## src/rtl/ticket_change_engine.sv

```systemverilog
// Ticket vending controller: validates a purchase and issues tickets through a printer handshake.
// It then pays change, or refunds, through a greedy coin-dispenser handshake.
module ticket_change_engine #(
  parameter int VAL_W     = 8,
  parameter int QTY_W     = 2,
  parameter int DEST_W    = 2,
  parameter int NUM_DEST  = 3,
  parameter int DENOM_HI  = 5,
  parameter int DENOM_MID = 2,
  parameter int DENOM_LO  = 1
) (
  input  logic                   CLK,
  input  logic                   RD,
  input  logic                   FINISH,
  input  logic                   CANCEL,
  input  logic [DEST_W-1:0]      DESTINATION_IN,
  input  logic [QTY_W-1:0]       QUA_IN,
  input  logic [VAL_W-1:0]       COST_IN,
  input  logic [VAL_W-1:0]       COIN_IN,
  output logic [(2**DEST_W)-1:0] TICKET,
  output logic                   TICKET_VALID,
  input  logic                   TICKET_ACK,
  output logic [2:0]             COIN_SEL,
  output logic                   COIN_VALID,
  input  logic                   COIN_ACK,
  output logic [VAL_W-1:0]       REST,
  output logic                   ACT_1,
  output logic                   BUSY,
  output logic                   DONE
);

  localparam int unsigned TKT_W = 2**DEST_W;
  localparam int unsigned TOT_W = VAL_W + QTY_W;

  typedef enum logic [2:0] {
    S_IDLE, S_CHECK, S_ISSUE, S_CHANGE, S_REFUND, S_DONE
  } state_t;

  state_t              state;
  logic [DEST_W-1:0]   dest_q;
  logic [QTY_W-1:0]    qty_q;
  logic [QTY_W-1:0]    cnt;
  logic [VAL_W-1:0]    cost_q;
  logic [VAL_W-1:0]    coin_q;
  logic [TOT_W-1:0]    total;
  logic                reject;
  logic [VAL_W-1:0]    rest_after;
  logic [TKT_W-1:0]    ticket_onehot;

  function automatic logic [2:0] pick_coin(input logic [VAL_W-1:0] amt);
    if (amt >= VAL_W'(DENOM_HI))       return 3'b100;
    else if (amt >= VAL_W'(DENOM_MID)) return 3'b010;
    else if (amt != '0)                return 3'b001;
    else                               return 3'b000;
  endfunction

  function automatic logic [VAL_W-1:0] coin_value(input logic [2:0] sel);
    case (sel)
      3'b100:  return VAL_W'(DENOM_HI);
      3'b010:  return VAL_W'(DENOM_MID);
      3'b001:  return VAL_W'(DENOM_LO);
      default: return '0;
    endcase
  endfunction

  always_comb begin
    total         = TOT_W'(cost_q) * TOT_W'(qty_q);
    reject        = (qty_q == '0) ||
                    ((DEST_W+1)'(dest_q) >= (DEST_W+1)'(NUM_DEST)) ||
                    (total > TOT_W'(coin_q));
    rest_after    = REST - coin_value(COIN_SEL);
    ticket_onehot = TKT_W'(1) << dest_q;
  end

  always_ff @(posedge CLK) begin
    if (!RD) begin
      state        <= S_IDLE;
      dest_q       <= '0;
      qty_q        <= '0;
      cost_q       <= '0;
      coin_q       <= '0;
      cnt          <= '0;
      REST         <= '0;
      TICKET       <= '0;
      TICKET_VALID <= 1'b0;
      COIN_SEL     <= '0;
      COIN_VALID   <= 1'b0;
      ACT_1        <= 1'b0;
      BUSY         <= 1'b0;
      DONE         <= 1'b0;
    end else begin
      case (state)
        S_IDLE: begin
          if (FINISH) begin
            dest_q <= DESTINATION_IN;
            qty_q  <= QUA_IN;
            cost_q <= COST_IN;
            coin_q <= COIN_IN;
            ACT_1  <= 1'b0;
            BUSY   <= 1'b1;
            state  <= S_CHECK;
          end
        end

        S_CHECK: begin
          if (reject) begin
            REST       <= coin_q;
            ACT_1      <= 1'b0;
            COIN_VALID <= (coin_q != '0);
            COIN_SEL   <= pick_coin(coin_q);
            state      <= S_REFUND;
          end else begin
            REST         <= coin_q - total[VAL_W-1:0];
            ACT_1        <= 1'b1;
            cnt          <= qty_q;
            TICKET_VALID <= 1'b1;
            TICKET       <= ticket_onehot;
            state        <= S_ISSUE;
          end
        end

        S_ISSUE: begin
          // An ACK outranks a simultaneous CANCEL; cancel only counts before the first ACK.
          if (TICKET_ACK) begin
            cnt <= cnt - QTY_W'(1);
            if (cnt == QTY_W'(1)) begin
              TICKET_VALID <= 1'b0;
              TICKET       <= '0;
              if (REST != '0) begin
                COIN_VALID <= 1'b1;
                COIN_SEL   <= pick_coin(REST);
                state      <= S_CHANGE;
              end else begin
                DONE  <= 1'b1;
                state <= S_DONE;
              end
            end
          end else if (CANCEL && (cnt == qty_q)) begin
            REST         <= coin_q;
            ACT_1        <= 1'b0;
            TICKET_VALID <= 1'b0;
            TICKET       <= '0;
            COIN_VALID   <= (coin_q != '0);
            COIN_SEL     <= pick_coin(coin_q);
            state        <= S_REFUND;
          end
        end

        S_CHANGE, S_REFUND: begin
          if (REST == '0) begin
            COIN_VALID <= 1'b0;
            COIN_SEL   <= '0;
            DONE       <= 1'b1;
            state      <= S_DONE;
          end else if (COIN_ACK) begin
            REST <= rest_after;
            if (rest_after == '0) begin
              COIN_VALID <= 1'b0;
              COIN_SEL   <= '0;
              DONE       <= 1'b1;
              state      <= S_DONE;
            end else begin
              COIN_SEL <= pick_coin(rest_after);
            end
          end
        end

        S_DONE: begin
          DONE  <= 1'b0;
          BUSY  <= 1'b0;
          state <= S_IDLE;
        end

        default: state <= S_IDLE;
      endcase
    end
  end

endmodule

```

## config.mk

```make
export PLATFORM = sky130hd
export DESIGN_NAME = ticket_change_engine
export DESIGN_NICKNAME = d
export VERILOG_FILES = /design/src/rtl/ticket_change_engine.sv
export SDC_FILE = /design/constraint.sdc
export NUM_CORES = 1
export LEC_CHECK = 0
export ABC_AREA = 1
export BUFFER_PORTS_ARGS = -buffer_cell sky130_fd_sc_hd__buf_2
export CAP_MARGIN = 20
export CORE_MARGIN = 5
export CORE_UTILIZATION = 41
export DETAILED_ROUTE_END_ITERATION = 7
export MAX_ROUTING_LAYER = met4
export PLACE_DENSITY_LB_ADDON = 0.08
export SLEW_MARGIN = 20
export SYNTH_ARGS = -nofsm -noshare
export SYNTH_HDL_FRONTEND = slang
export SYNTH_SLANG_ARGS = --single-unit
```

## constraint.sdc

```tcl
create_clock -name CLK -period 4.55 [get_ports CLK]
set_input_delay 0.91 -clock CLK [delete_from_list [all_inputs] [get_ports CLK]]
set_output_delay 0.91 -clock CLK [all_outputs]
set_load 0.02 [all_outputs]
```

After elaboration in Yosys (flattened, before gate mapping) --
Cells that the tools add are included.
Word-level totals: register bits 45, input bits 26, output and inout port bits 20
Operators by class: multiply operators 1, equal/unequal tests 25, $lt $le $gt $ge 8, shift-type cells 1, reduce and logical (&&, ||, !) cells 26, add/subtract/negate cells 3, multiplexer cells 69
Operators by type and width (count):
- $mux W3 | 20
- $mux W8 | 5
- $ge A8 B2 Y1 const B | 3
- $ge A8 B3 Y1 const B | 3
- $mux W1 | 24
- $pmux W8 S3 | 1
- $reduce_bool A8 Y1 | 3
- $ne A2 B2 Y1 const B | 10
- $pmux W3 S3 | 2
- $logic_not A8 Y1 | 2
- $mux W4 | 4
- $sub A8 B8 Y8 | 2
- $ne A3 B3 Y1 const B | 5
- $pmux W3 S4 | 1
- $reduce_and A6 Y1 | 2
- $gt A10 B8 Y1 | 1
- $mul A8 B2 Y10 | 1
- $mux W2 | 5
- $reduce_and A5 Y1 | 2
- $eq A3 B2 Y1 const B | 3
- $eq A3 B3 Y1 const B | 3
- $pmux W1 S3 | 3
- $reduce_bool A3 Y1 | 3
- $pmux W4 S2 | 1
- other kinds (18) | 24

Logic depth before layout (Yosys ltp) --
word-level depth 11, gate-level depth with buffers 24, gate-level depth less buffers 23

Least setup slack after synthesis --
OpenSTA, ideal clock, no wires.
path kind flip-flop to flip-flop, start register qty_q[1], end register TICKET[1], arrival time 3.015 ns, library setup time 0.132 ns, setup slack 1.403 ns, buffers on the path 1, clock period less this slack 3.147 ns, cell stages (with the launch flop) 21, cell sequence dfxtp_1 > buf_2 > nand2_1 > inv_1 > ha_1 > inv_1 > fa_1 > o21ai_0 > nand2_1 > nand2_1 > inv_1 > ha_1 > nand2_2 > nor2_2 > nand4_1 > a21oi_4 > nand3_2 > nand2_1 > nand3_1 > nand2_1 > a21oi_1
On the way: word-level cells in the longest chain between the ends 5, elaborated cells on any way between the ends 10, classes of those cells mul (1); order compare (1); eq/ne (3); reduce/logical (5)
RTL lines:
- start, declared | line 41 | logic [QTY_W-1:0] qty_q;
- start signal, assigned | line 79 | qty_q <= '0;
- start signal, assigned | line 96 | qty_q <= QUA_IN;
- $mul A8 B2 Y10 / $logic_not A2 Y1 (equally long branches) | line 67, 68
- $gt A10 B8 Y1 / $logic_or A1 B1 Y1 (equally long branches) | line 70, 68
- $logic_or A1 B1 Y1 | line 69 | ((DEST_W+1)'(dest_q) >= (DEST_W+1)'(NUM_DEST)) ||
- $ne A2 B2 Y1 (no line)
- $reduce_and A4 Y1 (no line) *
- end signal, assigned | line 117 | TICKET <= ticket_onehot;
- end, declared | line 20 | output logic [(2**DEST_W)-1:0] TICKET,
Mark *: on every way between the ends. The rest lies on a longest branch, timed or not. A chain may end at the register's enable or synchronous reset.

Worst setup path in the final report --
start register qty_q[0], end register TICKET[0]
The elaborated chain is that of the path after synthesis.

==> results.json <==
{
  "outcome": "complete, no violations",
  "slowest_delay_ns": 0.52,
  "cpMostUsedCell": "nand2_1",
  "via_per_inst": 5.15,
  "postCtsSetupBuffers": 0,
  "hold_path_class": "reg -> reg",
  "synthArstFlopShare_pct": 0,
  "yosysWarnings": 0,
  "clock.fmax_mhz": 268,
  "dieHeight_um": 103,
  "start_kind": "register",
  "dp_hpwl_mm": 7.74,
  "hold_viol": 0,
  "fin_hold_ws_ns": 0.446,
  "postSynthAreaPerCell_um2": 6.34,
  "min_to": "DONE$_SDFFE_PN0P_",
  "antenna_found_initial": 0,
  "synth_nets": 609,
  "grt_first_pass_wirelength_mm": 16.4,
  "crit_buf_inv": 3,
  "drt-wirelength-per-cell_um": 13.9,
  "dieArea_um2": 10500,
  "die_w_um": 103,
  "drt_wl_total_mm": 9.70,
  "p_leak_nw": 2.06,
  "via_count": 3608,
  "finalCriticalPeriod_ns": 3.73,
  "drc": 0,
  "crit_start": "qty_q[0]$_SDFFE_PN0P_",
  "drt_first_pass_iters": 5,
  "setup_violations": 0,
  "nets": 649,
  "r2r_slack_ns": 0.82,
  "stdcell_count": 700,
  "cts.path.max_buffers": 2,
  "cts_made_buffers": 5,
  "n_antenna_cell": 0,
  "slowest_stage": "dfxtp_1",
  "min_path_cells": 2,
  "syn_to_final_growth_pct": 11.5,
  "relSlewSlack_pct": 58.8,
  "clk_pin_slew_worst_paths_ns": 0.09,
  "cts_resized": 0,
  "synth-edff-count": 0,
  "overflow": 0,
  "ys_seq_elements": 45,
  "clk_latency_ns": 0.30,
  "worstHoldStart": "DONE$_SDFFE_PN0P_",
  "clock-sinks": 45,
  "cts_tree": "built",
  "p_total_w": 0.00259,
  "ff2ff_path_depth": 19,
  "synth_cells": 554,
  "rsz0062_at_grt": "false",
  "grt_start_max_net_pins": 29,
  "synth_ff_type": "dfxtp_1",
  "dp_cells": 692,
  "hold_buffers": 0,
  "grt_usage_pct": 20.0,
  "tns_ns": 0,
  "yosysSeqAreaShare_pct": 25.7,
  "tightest_slew_ns": 0.614,
  "pin_count": 46,
  "worstPathRequired_ns": 4.73,
  "skew_ns": 0.00628,
  "h-tree-depth": 2,
  "worstSetupPathType": "reg -> reg",
  "layout-drive-gt1-share_pct": 12.3,
  "port_buffers": 45,
  "endpoint_kind": "register",
  "period_share_pct": 82.1,
  "crit_path_max_fanout": 12,
  "worst_path_dominant_cell_family": "simple AND/OR/NAND/NOR gates",
  "drv_cap": 0,
  "rows": 33,
  "crit_chain": "nand2_1 -> inv_1 -> ha_1 -> inv_1 -> fa_1 -> o21ai_0 -> nand2_1 -> nand2_1 -> inv_1 -> ha_1 -> nand2_2 -> nor2_2 -> nand4_1 -> a21oi_4 -> nand3_2 -> nand2_1 -> nand3_1 -> nand2_1 -> a21oi_1",
  "ant_nets": 0,
  "cts_root_buffer": "clkbuf_8",
  "r2r_end": "TICKET[0]$_SDFFE_PN0P_",
  "grt_pass1_vias": 3452,
  "core_um2": 8300,
  "synth.distinct_cells": 36,
  "drt-initial-drc-count": 145,
  "arrival_ns": 3.91,
  "gp_congestion": 0.977,
  "finalMaxSlewViolations": 0,
  "power_density_nw_per_um2": 661,
  "ir_drop_uv": 236,
  "initial_core_util_pct": 42.3,
  "worst_r2r_startpoint": "qty_q[0]$_SDFFE_PN0P_",
  "syn_area_um2": 3510
}
worst max path at each step:
| stage | end | slack, ns | depth (start not counted) |
|---|---|---|---|
| final | TICKET[0]$_SDFFE_PN0P_ | 0.82 | 19 |
| after global routing | TICKET[1]$_SDFFE_PN0P_ | 0.38 | 19 |
| after CTS | TICKET[0]$_SDFFE_PN0P_ | 0.83 | 19 |
| after detailed placement | TICKET[1]$_SDFFE_PN0P_ | 0.84 | 19 |
| after global placement | TICKET_VALID$_SDFFE_PN0P_ | 0.95 | 19 |
| after floorplan | TICKET[1]$_SDFFE_PN0P_ | 1.40 | 20 |
registers in the layout (all words and copies together) (netlist names):
signal,flops
TICKET_VALID,1
TICKET,4
ACT_1,1
REST,8
DONE,1
qty_q,2
BUSY,1
coin_q,8
COIN_SEL,3
dest_q,2
COIN_VALID,1
cnt,2
state,3
cost_q,8
routing by layer:
layer | share of wire (%) | global-route usage, % | up-vias | routed length, µm
met5 | 0 | - | - | 0
met4 | 1.5 | 5.15 | 0 | 144
met1 | 49 | 26.5 | 1620 | 4750
li1 | - | - | 1888 | -
met3 | 3.6 | 2.30 | 12 | 351
met2 | 46 | 32.4 | 88 | 4450
worst min-delay path: stages, from the launching register on:
cell     delay (ns)
dfxtp_1        0.31
inv_1          0.04
a21oi_1        0.05
area by class of cell:
| class | count | area [µm²] |
|---|---|---|
| clock buffers | 6 | 72.6 |
| clock inverters | 2 | 38.8 |
| fillers | 917 | 4380 |
| inverters | 88 | 330 |
| multi-input cells | 407 | 2200 |
| flip-flops and latches | 45 | 901 |
| well taps | 105 | 131 |
| repair buffers | 47 | 240 |
synth_stat cells (all sizes together) (2+ instances only):
library cell / number / area (µm²)
nor3: 6 / 40.0
fa: 3 / 60.1
ha: 26 / 325
nand2: 139 / 527
clkbuf: 7 / 26.3
dfxtp: 45 / 901
a21oi: 54 / 293
buf: 7 / 51.3
nand3: 53 / 270
a31oi: 2 / 12.5
a21o: 2 / 15.0
o22ai: 3 / 18.8
or2: 2 / 12.5
nor2: 44 / 178
xnor2: 6 / 52.6
o21ai: 39 / 195
inv: 87 / 327
nand4: 14 / 93.8
a211oi: 5 / 37.5
xor2: 4 / 35.0
and2: 3 / 20.0
per-stage QoR:
stage / cell area [µm²] / setup slack, ns / util (%)
final: 3920 / 0.815 / 47.2
after global routing: 3920 / 0.385 / 47.2
after CTS: 3920 / 0.829 / 47.2
after detailed placement: 3810 / 0.836 / 45.9
after global placement: 3810 / 0.947 / 45.9
after floorplan: 3510 / 1.40 / -
cells in the final DEF (no fill, tap or decap), types with 6 or more instances in the layout:
master,count
a21oi_1,52
buf_2,45
dfxtp_1,45
ha_1,26
inv_1,85
nand2_1,137
nand3_1,52
nand4_1,13
nor2_1,39
o21ai_0,34
xnor2_1,6
power breakdown:
part	internal (W)	total [W]	switching [W]	leakage (nW)
registers	0.000504	0.000618	0.000114	0.370
clock network	0.000165	0.000316	0.000150	0.0554
logic	0.000569	0.00165	0.00109	1.63
cell families (layout without fill, tap and decap cells):
group	count (synthesis)	count (layout)	share of synthesized area, %
compound gates	107	107	16.8
xor+xnor	10	10	2.49
fa+ha+maj	29	29	11.0
buf+inv	102	143	11.6
flops	45	45	25.7
simple gates	261	261	32.5
Power figures use the tool's default switching activity.
